===== src/rtl/uart_fifo_pkg.sv =====
// Shared constants and helpers for the UART data-path FIFOs.
package uart_fifo_pkg;

    localparam int UART_FIFO_WIDTH = 8;
    localparam int UART_FIFO_DEPTH = 16;

    // Widest occupancy/threshold field: DEPTH=256 needs 9 bits.
    localparam int LVL_W = 9;

    // Threshold compare; narrower fields are zero-extended by the caller.
    function automatic logic level_reached(input logic [LVL_W-1:0] cnt,
                                           input logic [LVL_W-1:0] trig);
        return cnt >= trig;
    endfunction

endpackage


===== src/rtl/uart_fifo_param_if.sv =====
// FIFO handshake bundle between the register block and the FIFO core.
interface uart_fifo_param_if
    import uart_fifo_pkg::*;
#(
    parameter int WIDTH = UART_FIFO_WIDTH,
    parameter int DEPTH = UART_FIFO_DEPTH
);
    localparam int AW = $clog2(DEPTH);

    logic             flush;
    logic             push;
    logic             pop;
    logic [WIDTH-1:0] data_in;
    logic [AW:0]      trig_level;
    logic             err_clr;
    logic [WIDTH-1:0] data_out;
    logic             fifo_empty;
    logic             fifo_full;
    logic [AW:0]      count;
    logic             level_hit;
    logic             overflow;
    logic             underflow;

    modport master (
        output flush, push, pop, data_in, trig_level, err_clr,
        input  data_out, fifo_empty, fifo_full, count, level_hit, overflow, underflow
    );

    modport slave (
        input  flush, push, pop, data_in, trig_level, err_clr,
        output data_out, fifo_empty, fifo_full, count, level_hit, overflow, underflow
    );

endinterface


===== src/rtl/uart_fifo_mem.sv =====
// FIFO storage: synchronous write, combinational read, contents not reset.
module uart_fifo_mem #(
    parameter int WIDTH = 8,
    parameter int DEPTH = 16,
    parameter int AW    = $clog2(DEPTH)
) (
    input  logic             clk,
    input  logic             we,
    input  logic [AW-1:0]    waddr,
    input  logic [WIDTH-1:0] wdata,
    input  logic [AW-1:0]    raddr,
    output logic [WIDTH-1:0] rdata
);

    logic [WIDTH-1:0] mem_q [DEPTH];

    // Write port: one word per cycle when enabled.
    always_ff @(posedge clk) begin
        if (we) mem_q[waddr] <= wdata;
    end

    assign rdata = mem_q[raddr];

endmodule


===== src/rtl/uart_fifo_param.sv =====
// Parametrised UART FIFO: pointers, occupancy, trigger flag, sticky errors.
module uart_fifo_param
    import uart_fifo_pkg::*;
#(
    parameter  int WIDTH = UART_FIFO_WIDTH,
    parameter  int DEPTH = UART_FIFO_DEPTH,
    localparam int AW    = $clog2(DEPTH)
) (
    input  logic               clk,
    input  logic               rstn,
    uart_fifo_param_if.slave   bus
);

    logic [AW-1:0]    wr_ptr_q, wr_ptr_d, rd_ptr_q, rd_ptr_d;
    logic [AW:0]      count_q, count_d;
    logic             ovf_q, ovf_d, udf_q, udf_d;
    logic             full, empty, do_wr, do_rd, set_ovf, set_udf;
    logic [WIDTH-1:0] rdata;

    assign full  = (count_q == (AW+1)'(DEPTH));
    assign empty = (count_q == '0);

    // Next state: flush beats push/pop; a pop on empty never blocks a push,
    // and a pop on full frees the slot the concurrent push takes.
    always_comb begin
        do_wr    = bus.push && !bus.flush && (!full || bus.pop);
        do_rd    = bus.pop && !bus.flush && !empty;
        set_ovf  = bus.push && full && !bus.pop && !bus.flush;
        set_udf  = bus.pop && empty && !bus.flush;
        wr_ptr_d = wr_ptr_q;
        rd_ptr_d = rd_ptr_q;
        count_d  = count_q;
        if (bus.flush) begin
            wr_ptr_d = '0;
            rd_ptr_d = '0;
            count_d  = '0;
        end else begin
            if (do_wr) wr_ptr_d = wr_ptr_q + AW'(1);
            if (do_rd) rd_ptr_d = rd_ptr_q + AW'(1);
            count_d = count_q + (AW+1)'(do_wr) - (AW+1)'(do_rd);
        end
        // Set wins over clear in the same cycle.
        ovf_d = set_ovf | (ovf_q & ~bus.err_clr);
        udf_d = set_udf | (udf_q & ~bus.err_clr);
    end

    // State register with asynchronous clear.
    always_ff @(posedge clk or negedge rstn) begin
        if (!rstn) begin
            wr_ptr_q <= '0;
            rd_ptr_q <= '0;
            count_q  <= '0;
            ovf_q    <= 1'b0;
            udf_q    <= 1'b0;
        end else begin
            wr_ptr_q <= wr_ptr_d;
            rd_ptr_q <= rd_ptr_d;
            count_q  <= count_d;
            ovf_q    <= ovf_d;
            udf_q    <= udf_d;
        end
    end

    uart_fifo_mem #(.WIDTH(WIDTH), .DEPTH(DEPTH), .AW(AW)) u_mem (
        .clk   (clk),
        .we    (do_wr),
        .waddr (wr_ptr_q),
        .wdata (bus.data_in),
        .raddr (rd_ptr_q),
        .rdata (rdata)
    );

    // Stale array contents are masked while empty.
    assign bus.data_out   = empty ? '0 : rdata;
    assign bus.fifo_empty = empty;
    assign bus.fifo_full  = full;
    assign bus.count      = count_q;
    assign bus.level_hit  = level_reached(LVL_W'(count_q), LVL_W'(bus.trig_level));
    assign bus.overflow   = ovf_q;
    assign bus.underflow  = udf_q;

    a_full:  assert property (@(posedge clk) disable iff (!rstn) full |-> count_q == (AW+1)'(DEPTH));
    a_empty: assert property (@(posedge clk) disable iff (!rstn) empty |-> count_q == '0);
    a_range: assert property (@(posedge clk) disable iff (!rstn) count_q <= (AW+1)'(DEPTH));
    a_ptrs:  assert property (@(posedge clk) disable iff (!rstn)
                 !empty |-> ((wr_ptr_q - rd_ptr_q) == count_q[AW-1:0]) &&
                            ((wr_ptr_q == rd_ptr_q) == full));
    a_ovf:   assert property (@(posedge clk) disable iff (!rstn)
                 $rose(ovf_q) |-> $past(bus.push && full && !bus.pop && !bus.flush));

endmodule


===== src/flat_wrapper.sv =====
// flat-port wrapper written by rule: the top's interface ports become plain ports
module uart_fifo_param_flat import uart_fifo_pkg::*;
#(
    parameter  int WIDTH = UART_FIFO_WIDTH,
    parameter  int DEPTH = UART_FIFO_DEPTH,
    localparam int AW    = $clog2(DEPTH)
)
  (clk, rstn, bus_flush, bus_push, bus_pop, bus_data_in, bus_trig_level, bus_err_clr, bus_data_out, bus_fifo_empty, bus_fifo_full, bus_count, bus_level_hit, bus_overflow, bus_underflow);
  uart_fifo_param_if #(.WIDTH(WIDTH), .DEPTH(DEPTH)) bus_i ();
  input  logic clk;
  input  logic rstn;
  input wire logic [$bits(bus_i.flush)-1:0] bus_flush;
  input wire logic [$bits(bus_i.push)-1:0] bus_push;
  input wire logic [$bits(bus_i.pop)-1:0] bus_pop;
  input wire logic [$bits(bus_i.data_in)-1:0] bus_data_in;
  input wire logic [$bits(bus_i.trig_level)-1:0] bus_trig_level;
  input wire logic [$bits(bus_i.err_clr)-1:0] bus_err_clr;
  output wire logic [$bits(bus_i.data_out)-1:0] bus_data_out;
  output wire logic [$bits(bus_i.fifo_empty)-1:0] bus_fifo_empty;
  output wire logic [$bits(bus_i.fifo_full)-1:0] bus_fifo_full;
  output wire logic [$bits(bus_i.count)-1:0] bus_count;
  output wire logic [$bits(bus_i.level_hit)-1:0] bus_level_hit;
  output wire logic [$bits(bus_i.overflow)-1:0] bus_overflow;
  output wire logic [$bits(bus_i.underflow)-1:0] bus_underflow;
  assign bus_i.flush = bus_flush;
  assign bus_i.push = bus_push;
  assign bus_i.pop = bus_pop;
  assign bus_i.data_in = bus_data_in;
  assign bus_i.trig_level = bus_trig_level;
  assign bus_i.err_clr = bus_err_clr;
  assign bus_data_out = bus_i.data_out;
  assign bus_fifo_empty = bus_i.fifo_empty;
  assign bus_fifo_full = bus_i.fifo_full;
  assign bus_count = bus_i.count;
  assign bus_level_hit = bus_i.level_hit;
  assign bus_overflow = bus_i.overflow;
  assign bus_underflow = bus_i.underflow;
  uart_fifo_param #(.WIDTH(WIDTH), .DEPTH(DEPTH)) u_core (.clk(clk), .rstn(rstn), .bus(bus_i));
endmodule

===== config.mk =====
export PLATFORM = sky130hd
export DESIGN_NAME = uart_fifo_param_flat
export DESIGN_NICKNAME = d
export VERILOG_FILES = /design/src/rtl/uart_fifo_pkg.sv /design/src/rtl/uart_fifo_param_if.sv /design/src/rtl/uart_fifo_mem.sv /design/src/rtl/uart_fifo_param.sv /design/src/flat_wrapper.sv
export SDC_FILE = /design/constraint.sdc
export NUM_CORES = 1
export LEC_CHECK = 0
export ABC_AREA = 1
export CAP_MARGIN = 30
export CORE_ASPECT_RATIO = 0.8
export CORE_MARGIN = 3
export CORE_UTILIZATION = 50
export CTS_CLUSTER_DIAMETER = 40
export DETAILED_ROUTE_END_ITERATION = 12
export DONT_BUFFER_PORTS = 1
export MAX_ROUTING_LAYER = met4
export PLACE_DENSITY = 0.68
export SLEW_MARGIN = 20
export SYNTH_ARGS = -nofsm -noshare
export SYNTH_HDL_FRONTEND = slang
export SYNTH_SLANG_ARGS = --single-unit

===== constraint.sdc =====
create_clock -name clk -period 2.2 [get_ports clk]
set_input_delay 0.44 -clock clk [delete_from_list [all_inputs] [get_ports clk]]
set_output_delay 0.44 -clock clk [all_outputs]
set_load 0.02 [all_outputs]

==> flow_metrics.env, run 1 <==
export IMPL_status="finished with violations"
export IMPL_violations="negative setup slack"
export IMPL_cts_root_buf="clkbuf_16"
export IMPL_antenna_diode_count=0
export IMPL_vias_per_cell=5.68
export IMPL_num_vias=4499
export IMPL_htreeDepth=4
export IMPL_fp_dieW_um=131
export IMPL_yosysUniqueCellTypes=24
export IMPL_p_switching_uw=3210
export IMPL_worstSkewPairLatency_ps=420
export IMPL_antenna_found_initial=0
export IMPL_syn2layout_area_growth_pct=30.3
export IMPL_fin_nets=667
export IMPL_design_area_um2=8120
export IMPL_p_seq_share_pct=32.8
export IMPL_timing_slew_headroom_pct=49.9
export IMPL_io_buffers=0
export IMPL_p_sw_share_pct=33.3
export IMPL_drv_slew=0
export IMPL_synth_common_cells="nand2_1, edfxtp_1, nand3_1"
export IMPL_ys_warn_count=0
export IMPL_clkTransAtPathRegs_ps=60
export IMPL_drive_gt1_share_pct=30.4
export IMPL_ys_seq_area_share_pct=67.7
export IMPL_pwr_density_cell_nw_per_um2=1190
export IMPL_cts_buffers=17
export IMPL_cp_top_family="buffers and inverters"
export IMPL_instances_no_fill=792
export IMPL_n_fill_cell=811
export IMPL_crit_arrival_ps=1990
export IMPL_start_kind="register"
export IMPL_wirelength_mm=16.4
export IMPL_synth_top_area_share_pct=61.6
export IMPL_synth_edf_count=128
export IMPL_fin_ws_ps=-227
export IMPL_placed_cell_area_um2=6710
export IMPL_path_cells="buf_8 > clkbuf_16 > nand2_1 > nand3_2 > nand3_2 > nand2_1 > nand2_1 > a21oi_2 > buf_6"
export IMPL_clkPwrFrac_pct=29.3
export IMPL_crit_fanout=8
export IMPL_drc=0
export IMPL_cap_violations=0
export IMPL_tightest_slew_ps=749
export IMPL_peakVddDrop_v=0.000663
export IMPL_firstDrtPassIters=5
export IMPL_synth_most_common_cell="nand2_1"
export IMPL_gp_congestion=0.900
export IMPL_hold_path_class="in -> reg"
export IMPL_grt_usage_pct=23.9
export IMPL_clockBufferDepth=2
export IMPL_place_inst=738
export IMPL_synth_avg_cell_area_um2=11.1
export IMPL_die_y_um=106
export IMPL_synthFlopType="edfxtp_1"
export IMPL_synth_cells=563
export IMPL_min_period_ps=2430
export IMPL_hold_viol=0
export IMPL_critPathSlowestCell="dfrtp_2"
export IMPL_combPwrFrac_pct=37.8
export IMPL_p_int_uw=6420
export IMPL_fin_skew_ps=8.43
export IMPL_overflow=0
export IMPL_synth_largest_area_cell="edfxtp_1"
export IMPL_dp_hpwl_mm=9.24
export IMPL_grt_start_max_net_pins=34
export IMPL_cp_data_required_time_ps=1760
export IMPL_fin_setup_tns_ps=-1790
export IMPL_drtIter0Drc=563
export IMPL_critPathMaxStageDelay_ps=480
export IMPL_pin_count=37
export IMPL_period_share_pct=110
export IMPL_clock_fmax_mhz=412
export IMPL_rsz0062_at_grt="true"
export IMPL_cts_tree="yes"
export IMPL_path_buf_inv=3
export IMPL_grt_pass1_vias=4345
export IMPL_cp_end_kind="output port"
export IMPL_cts_sinks=143
export IMPL_synthesis_nets=599
export IMPL_crit_type="reg -> out"
export IMPL_drt_antenna_violating_nets=0
export IMPL_ys_seq_elements=143
export IMPL_path_common_cell="nand2_1"
export IMPL_p_leak_uw=0.00316
export IMPL_finalSetupViolCount=10
export IMPL_ys_async_sr_fraction_pct=10.5
export IMPL_synthesis_area_um2=6240
export IMPL_dieArea_um2=13900
export IMPL_start_util_pct=52.7
export IMPL_grt_first_pass_wirelength_mm=23.8
export IMPL_yosys_top_cells_area="edfxtp_1, nand2_1, nand3_1"
export IMPL_post_drt_wl_per_cell_um=20.7
export IMPL_core_area_um2=11800
export IMPL_std_cell_rows=35
export IMPL_final_core_util_pct=68.7
-- area by class of cell --
class | count | area, µm² | share of cell area, %
clock buffer | 22 | 474 | 5.84
clock inverter | 10 | 114 | 1.40
inverter | 30 | 134 | 1.65
multi-input combinational | 365 | 2160 | 26.6
sequential | 143 | 4220 | 52.0
tap | 148 | 185 | 2.28
timing repair buffer | 74 | 827 | 10.2
-- per-stage QoR --
step                      hold WS [ps]  total power [µW]  worst slack [ps]
after detailed placement           145              5640             -63.2
final                             85.6              9630              -227
after CTS                         76.5              9050              -203
after global placement             145              5590             -10.1
after floorplan                    144              4870             -75.9
after global routing              74.0             10000              -274
-- registers in the layout, indices dropped and copies added (netlist names) --
register	count
u_core.u_mem.mem_q	128
u_core.bus.count	5
u_core.rd_ptr_q	4
u_core.wr_ptr_q	4
u_core.bus.overflow	1
u_core.bus.underflow	1
-- layer usage --
metal	global-route usage, %	up-vias	routed length (µm)	share of wire (%)
li1	-	2085	-	-
met1	32.6	2194	6860	42
met2	35.6	192	7920	48
met3	6.59	28	1320	8.0
met4	6.83	0	304	1.9
met5	-	-	0	0
-- cells by family (layout without fill, tap and decap cells) --
family | count (synthesis) | in the layout | share of synthesized area, %
XOR/XNOR | 5 | 5 | 0.702
AND/OR/NAND/NOR | 317 | 317 | 21.3
buffers and inverters | 55 | 136 | 4.55
AO/OA/AOI/OAI | 26 | 26 | 2.29
flip-flops | 143 | 143 | 67.7
adder cells (fa/ha/maj) | 17 | 17 | 3.53
-- worst paths after layout --
| check | to | cells past startpoint | startpoint | slack [ps] |
|---|---|---|---|---|
| setup / recovery | bus_data_out[4] | 9 | u_core.rd_ptr_q[0] | -230 |
| hold / removal | u_core.bus.count[4] | 1 | bus_flush | 90 |
| setup reg to reg | u_core.bus.count[4] | 15 | u_core.bus.count[3] | -80 |
| hold reg to reg | u_core.wr_ptr_q[3] | 2 | u_core.wr_ptr_q[3] | 620 |
| max in group asynchronous | u_core.bus.count[2] | 1 | rstn | 1150 |
| min in group asynchronous | u_core.wr_ptr_q[0] | 1 | rstn | 530 |
-- cells in the final DEF, fill, tap and decap left out, types with 2 or more instances in the layout --
| master | Yosys | final |
|---|---|---|
| nand2_1 | 184 | 168 |
| edfxtp_1 | 128 | 128 |
| nand3_1 | 103 | 62 |
| buf_4 | 5 | 47 |
| nand3_2 | 0 | 38 |
| nor2_1 | 26 | 23 |
| clkbuf_16 | 0 | 21 |
| inv_1 | 23 | 18 |
| nand2_2 | 0 | 14 |
| buf_6 | 6 | 11 |
| dfrtp_1 | 15 | 11 |
| a21oi_2 | 0 | 9 |
| ha_1 | 16 | 9 |
| inv_2 | 3 | 7 |
| ha_4 | 0 | 7 |
| o21ai_0 | 7 | 6 |
| clkinv_2 | 0 | 5 |
| buf_12 | 0 | 5 |
| a21oi_1 | 13 | 4 |
| buf_16 | 0 | 4 |
| dfrtp_2 | 0 | 4 |
| nand3_4 | 0 | 3 |
| nor2_2 | 0 | 3 |
| o22ai_1 | 3 | 3 |
| xor2_1 | 3 | 3 |
| clkinv_4 | 0 | 3 |
| clkbuf_8 | 0 | 3 |
| nand4_1 | 2 | 2 |
| clkinv_1 | 4 | 2 |
| nand2_4 | 0 | 2 |
| o21a_1 | 2 | 2 |
| xnor2_1 | 2 | 2 |
| bufinv_16 | 0 | 2 |
| clkbuf_1 | 2 | 2 |
| buf_8 | 0 | 2 |
-- power groups by stage --
stage	Combinational (µW)	Sequential [µW]	Clock (µW)
after floorplan	1630	3230	0
after global placement	2400	3180	0
after detailed placement	2450	3190	0
after CTS	3070	3150	2830
after global routing	3920	3170	2950
final	3640	3160	2830
-- what timing repair did --
action | 4_1_cts | 5_1_grt
pin swaps | 16 | 34
endpoints found under the hold margin | 15 | 0
endpoints found under the setup margin | 10 | 16
hold buffers | 1 | 0
cloned | 5 | 4
gates resized for setup | 52 | 65
buffers inserted | 8 | 5
Note: power is estimated with default switching activity, not from simulation.
==> run 2: changes to the inputs <==
--- a/config.mk
+++ b/config.mk
@@ -18,4 +18,5 @@
 export SLEW_MARGIN = 20
 export SYNTH_ARGS = -nofsm -noshare
 export SYNTH_HDL_FRONTEND = slang
+export SYNTH_HIERARCHICAL = 1
 export SYNTH_SLANG_ARGS = --single-unit
==> flow_metrics.env, run 2 <==
export IMPL_synthSimpleGateAreaFrac_pct=23.2
export IMPL_regArea_um2=4220
export IMPL_min_period_ps=2280
export IMPL_core_area_um2=13100
export IMPL_synthMuxAreaShare_pct=0
export IMPL_grt_first_pass_wirelength_mm=24.3
export IMPL_num_vias=4701
export IMPL_tightest_slew_ps=702
export IMPL_synth_top_area_share_pct=56.7
export IMPL_instances_no_fill=908
export IMPL_top_register="u_core/u_mem/mem_q"
export IMPL_drive_gt1_share_pct=19.4
export IMPL_cts_sinks=143
export IMPL_gp_congestion=0.856
export IMPL_crit_arrival_ps=1840
export IMPL_cts_buffers=17
export IMPL_path_cells="inv_6 > buf_12 > nand2_1 > nand2_1 > nand2_1 > nand3_1 > nand3_2 > nand2_1 > nand2_1 > inv_2"
export IMPL_synthesis_area_um2=6780
export IMPL_fin_nets=753
export IMPL_grt_usage_pct=22.8
export IMPL_pin_count=37
export IMPL_cp_top_family="simple AND/OR/NAND/NOR gates"
export IMPL_synth_common_cells="nand2_1, edfxtp_1, inv_1"
export IMPL_fin_ws_ps=-84.3
export IMPL_grt_start_max_net_pins=43
export IMPL_synth_xor_area_share_pct=0.517
export IMPL_ys_seq_area_share_pct=62.3
export IMPL_p_leak_uw=0.00354
export IMPL_cts_root_buf="clkbuf_16"
export IMPL_cts_tree="yes"
export IMPL_fin_skew_ps=11.1
export IMPL_synth_avg_cell_area_um2=9.99
export IMPL_path_common_cell="nand2_1"
export IMPL_grt_pass1_vias=4458
export IMPL_violations="negative setup slack"
export IMPL_wirelength_mm=15.6
export IMPL_synth_most_common_cell="nand2_1"
export IMPL_die_y_um=110
export IMPL_clockBufferDepth=2
export IMPL_timing_slew_headroom_pct=53.0
export IMPL_synthAdderAreaFrac_pct=2.70
export IMPL_layout_commonest_cell="nand2_1"
export IMPL_pwr_density_cell_nw_per_um2=1100
export IMPL_synthFlopType="edfxtp_1"
export IMPL_post_drt_wl_per_cell_um=17.2
export IMPL_fin_total_pwr_uw=8840
export IMPL_synthesis_nets=711
export IMPL_place_inst=869
export IMPL_dieArea_um2=15000
export IMPL_syn2layout_area_growth_pct=19.1
export IMPL_vias_per_cell=5.18
export IMPL_fp_dieW_um=136
export IMPL_synth_top_family_by_area="simple AND/OR/NAND/NOR gates"
export IMPL_antenna_found_initial=0
export IMPL_largest_reg_flops=128
export IMPL_overflow=0
export IMPL_ys_seq_elements=143
export IMPL_peakVddDrop_v=0.000578
export IMPL_firstDrtPassIters=5
export IMPL_ys_async_sr_fraction_pct=10.5
export IMPL_start_util_pct=51.9
export IMPL_dp_hpwl_mm=9.98
export IMPL_worstSkewPairLatency_ps=420
export IMPL_synth_compound_area_share_pct=1.16
export IMPL_period_share_pct=104
export IMPL_critPathSlowestCell="dfrtp_2"
export IMPL_synth_largest_area_cell="edfxtp_1"
export IMPL_n_fill_cell=1024
export IMPL_ys_warn_count=6
export IMPL_cp_data_required_time_ps=1760
export IMPL_drc=0
export IMPL_drtIter0Drc=445
export IMPL_crit_type="reg -> out"
export IMPL_synth_cells=678
export IMPL_status="finished with violations"
export IMPL_final_cell_mix="nand2_1, edfxtp_1, inv_1"
export IMPL_std_cell_rows=37
export IMPL_hold_viol=0
export IMPL_path_buf_inv=3
export IMPL_finalSetupViolCount=7
export IMPL_htreeDepth=4
export IMPL_synth_edf_count=128
export IMPL_clkTransAtPathRegs_ps=60
export IMPL_crit_fanout=15
export IMPL_rsz0062_at_grt="true"
export IMPL_yosysUniqueCellTypes=31
export IMPL_hold_worst_slack_ps=83.0
export IMPL_drv_slew=0
export IMPL_multi_input_area_um2=2020
export IMPL_drt_antenna_violating_nets=0
export IMPL_critPathMaxStageDelay_ps=460
export IMPL_io_buffers=0
export IMPL_cp_end_kind="output port"
export IMPL_cap_violations=0
export IMPL_antenna_diode_count=0
export IMPL_hold_path_class="in -> reg"
export IMPL_clock_fmax_mhz=438
export IMPL_yosys_top_cells_area="edfxtp_1, nand2_1, nand3_1"
export IMPL_start_kind="register"
run 2: cell count changes in the layout (fill, tap and decap cells not counted), moves of 4 or more:
| cell | change |
|---|---|
| nand2_2 | -11 |
| buf_4 | -14 |
| nand2_1 | +25 |
| nand3_2 | -17 |
| nand3_1 | +31 |
| nand3b_1 | +4 |
| buf_6 | -5 |
| o21ai_0 | -6 |
| inv_2 | +8 |
| clkbuf_16 | -4 |
| a21oi_2 | -7 |
| inv_1 | +94 |
run 2: layer usage:
layer	GRT usage [%]	part of all wire, %	vias to the layer above
li1	-	-	2267
met1	30.2	43	2242
met2	34.8	48	174
met3	5.94	7.5	18
met4	7.27	1.2	0
met5	-	0	-
run 2: path summary, 6_finish.rpt:
| kind | startpoint | to | slack [ps] | cells after the start |
|---|---|---|---|---|
| worst max-delay path | u_core/rd_ptr_q[0] | bus_data_out[3] | -80 | 10 |
| worst min-delay path | bus_flush | u_core/bus.count[2] | 80 | 1 |
| worst max register to register | u_core/bus.count[0] | u_core/bus.count[4] | 10 | 14 |
| worst min register to register | u_core/wr_ptr_q[3] | u_core/wr_ptr_q[3] | 620 | 2 |
| max in group asynchronous | rstn | u_core/rd_ptr_q[0] | 1200 | 1 |
| min in group asynchronous | rstn | u_core/bus.count[4] | 510 | 1 |
run 2: layout make-up:
cell class                 instances  area share, %
multi-input combinational        377           25.1
clock inverter                    12           2.08
clock buffer                      20           5.41
timing repair buffer              47           5.73
sequential                       143           52.3
inverter                         134           6.66
tap                              175           2.71
run 2: cells by family after synthesis:
| logic type | after synthesis |
|---|---|
| compound gates | 13 |
| xor+xnor | 4 |
| fa+ha+maj | 14 |
| buf+inv | 158 |
| flops | 143 |
| simple gates | 346 |
run 2: worst register-to-register path: stages (launching register included):
cell and delay (ps):
dfrtp_1 400, buf_6 130, nor2_4 130, nand3_4 120, nand2_8 100, inv_6 40, ha_4 200, inv_2 60
ha_4 130, inv_2 30, fa_2 340, nand3b_1 200, nand3_1 100, nand2_1 50, nor2_1 100
run 2: through the flow:
step                      setup slack (ps)  cell area [µm²]  TNS, ps  util [%]
after floorplan                      -30.5             6820    -30.5         -
after global placement                 112             7210        0      55.2
after detailed placement              42.2             7210        0      55.2
after CTS                            -53.1             8020     -327      61.5
after global routing                  -188             8070    -1390      61.8
final                                -84.3             8070     -437      61.8
run 2: repair_timing:
item / in CTS / in global routing
hold endpoints to repair: 15 / 0
gates cloned: 1 / 0
pin swaps: 1 / 1
setup buffers: 4 / 1
setup endpoints to repair: 9 / 10
hold buffers: 1 / 0
resized for setup: 42 / 8
run 2: report_power, final:
group	switching, µW	total [µW]	internal [µW]
sequential	101	3160	3060
clock	1060	2950	1880
combinational	1760	2730	975
total	2920	8840	5920
==> run 3: changes to the inputs <==
--- a/config.mk
+++ b/config.mk
@@ -15,6 +15,8 @@
 export DONT_BUFFER_PORTS = 1
 export MAX_ROUTING_LAYER = met4
 export PLACE_DENSITY = 0.68
+export RECOVER_POWER = 100
+export REMOVE_ABC_BUFFERS = 1
 export SLEW_MARGIN = 20
 export SYNTH_ARGS = -nofsm -noshare
 export SYNTH_HDL_FRONTEND = slang
==> flow_metrics.env, run 3 (synthesis gave the netlist of run 2 again) <==
export IMPL_status="finished with violations"
export IMPL_violations="negative setup slack"
export IMPL_clock_fmax_mhz=423
export IMPL_pin_count=37
export IMPL_path_buf_inv=4
export IMPL_fin_total_pwr_uw=9840
export IMPL_peakVddDrop_v=0.000614
export IMPL_grt_first_pass_wirelength_mm=26.3
export IMPL_crit_arrival_ps=1920
export IMPL_rsz0062_at_grt="true"
export IMPL_min_period_ps=2360
export IMPL_std_cell_rows=37
export IMPL_vias_per_cell=5.37
export IMPL_drive_gt1_share_pct=30.9
export IMPL_start_util_pct=51.9
export IMPL_drtIter0Drc=419
export IMPL_crit_fanout=6
export IMPL_antenna_found_initial=0
export IMPL_post_drt_wl_per_cell_um=18.8
export IMPL_drc=0
export IMPL_firstDrtPassIters=7
export IMPL_fin_skew_ps=6.57
export IMPL_clkTransAtPathRegs_ps=60
export IMPL_clockBufferDepth=2
export IMPL_syn2layout_area_growth_pct=28.9
export IMPL_tightest_slew_ps=766
export IMPL_timing_slew_headroom_pct=48.7
export IMPL_hold_worst_slack_ps=82.7
export IMPL_largest_reg_flops=128
export IMPL_path_cells="clkinv_4 > buf_12 > clkbuf_16 > nand2_2 > nand3_1 > nand3_1 > nand3_1 > nand2_1 > nand2_1 > inv_2"
export IMPL_final_cell_mix="nand2_1, edfxtp_1, inv_1"
export IMPL_hold_path_class="in -> reg"
export IMPL_grt_start_max_net_pins=36
export IMPL_grt_usage_pct=24.4
export IMPL_critPathSlowestCell="dfrtp_2"
export IMPL_htreeDepth=4
export IMPL_start_kind="register"
export IMPL_wirelength_mm=17.4
export IMPL_cap_violations=0
export IMPL_cp_end_kind="output port"
export IMPL_cp_top_family="buffers and inverters"
export IMPL_path_common_cell="nand3_1"
export IMPL_dieArea_um2=15000
export IMPL_pwr_density_cell_nw_per_um2=1130
export IMPL_fin_nets=772
export IMPL_hold_viol=0
export IMPL_cts_sinks=143
export IMPL_n_fill_cell=919
export IMPL_dp_hpwl_mm=9.66
export IMPL_fin_ws_ps=-163
export IMPL_period_share_pct=107
export IMPL_top_register="u_core/u_mem/mem_q"
export IMPL_core_area_um2=13100
export IMPL_grt_pass1_vias=4850
export IMPL_antenna_diode_count=0
export IMPL_worstSkewPairLatency_ps=420
export IMPL_drv_slew=0
export IMPL_p_leak_uw=0.00382
export IMPL_layout_commonest_cell="nand2_1"
export IMPL_drt_antenna_violating_nets=0
export IMPL_r2r_slack_ps=-40
export IMPL_cts_root_buf="clkbuf_16"
export IMPL_gp_congestion=0.845
export IMPL_cts_buffers=17
export IMPL_io_buffers=0
export IMPL_cp_data_required_time_ps=1760
export IMPL_crit_type="reg -> out"
export IMPL_num_vias=4974
export IMPL_finalSetupViolCount=10
export IMPL_overflow=0
export IMPL_fp_dieW_um=136
export IMPL_critPathMaxStageDelay_ps=420
export IMPL_cts_tree="yes"
export IMPL_die_y_um=110
[run 3: routing by layer]
metal | global-route usage (%) | up-vias | part of all wire, %
met3 | 6.90 | 25 | 7.5
met5 | - | - | 0
met1 | 31.1 | 2436 | 41
met2 | 37.8 | 205 | 49
met4 | 8.63 | 0 | 1.9
li1 | - | 2308 | -
[run 3: report_power, final]
group / internal (µW) / leakage [µW] / switching (µW) / total, µW
logic: 1420 / 0.00216 / 2080 / 3500
clock network: 2100 / 0.000310 / 1080 / 3180
registers: 3060 / 0.00135 / 95.2 / 3150
[run 3: layout make-up]
| type | instances | area (µm²) | share of cell area (%) |
|---|---|---|---|
| clock buffers | 18 | 429 | 4.91 |
| multi-input cells | 377 | 2330 | 26.7 |
| inverters | 134 | 553 | 6.33 |
| well taps | 175 | 219 | 2.51 |
| flip-flops and latches | 143 | 4220 | 48.3 |
| clock inverters | 14 | 220 | 2.52 |
| repair buffers | 66 | 762 | 8.72 |
[run 3: worst paths after layout]
| check | cells past startpoint | startpoint | to |
|---|---|---|---|
| worst max-delay path | 10 | u_core/rd_ptr_q[0] | bus_data_out[5] |
| worst min-delay path | 1 | bus_flush | u_core/bus.count[1] |
| worst max register to register | 14 | u_core/bus.count[2] | u_core/bus.count[4] |
| worst min register to register | 2 | u_core/bus.underflow | u_core/bus.underflow |
| max in group asynchronous | 1 | rstn | u_core/rd_ptr_q[0] |
| min in group asynchronous | 1 | rstn | u_core/bus.count[4] |
[run 3: through the flow]
stage | setup TNS (ps) | setup slack (ps) | utilization [%] | std cells | instance area (µm²)
CTS | -390 | -60.1 | 63.9 | 921 | 8350
global placement | -225 | -152 | 55.1 | 874 | 7190
detailed placement | -453 | -265 | 55.1 | 874 | 7190
floorplan | -8060 | -939 | - | 654 | 6610
global route | -1570 | -197 | 66.9 | 927 | 8730
finish | -700 | -163 | 66.9 | 927 | 8730
[run 3: repair_timing]
| item | 4_1_cts | 5_1_grt |
|---|---|---|
| pin swaps | 31 | 44 |
| gates resized for setup | 72 | 76 |
| hold endpoints to repair | 15 | 0 |
| gates cloned | 7 | 2 |
| setup endpoints to repair | 11 | 11 |
| hold buffers | 1 | 0 |
| buffers inserted | 7 | 5 |
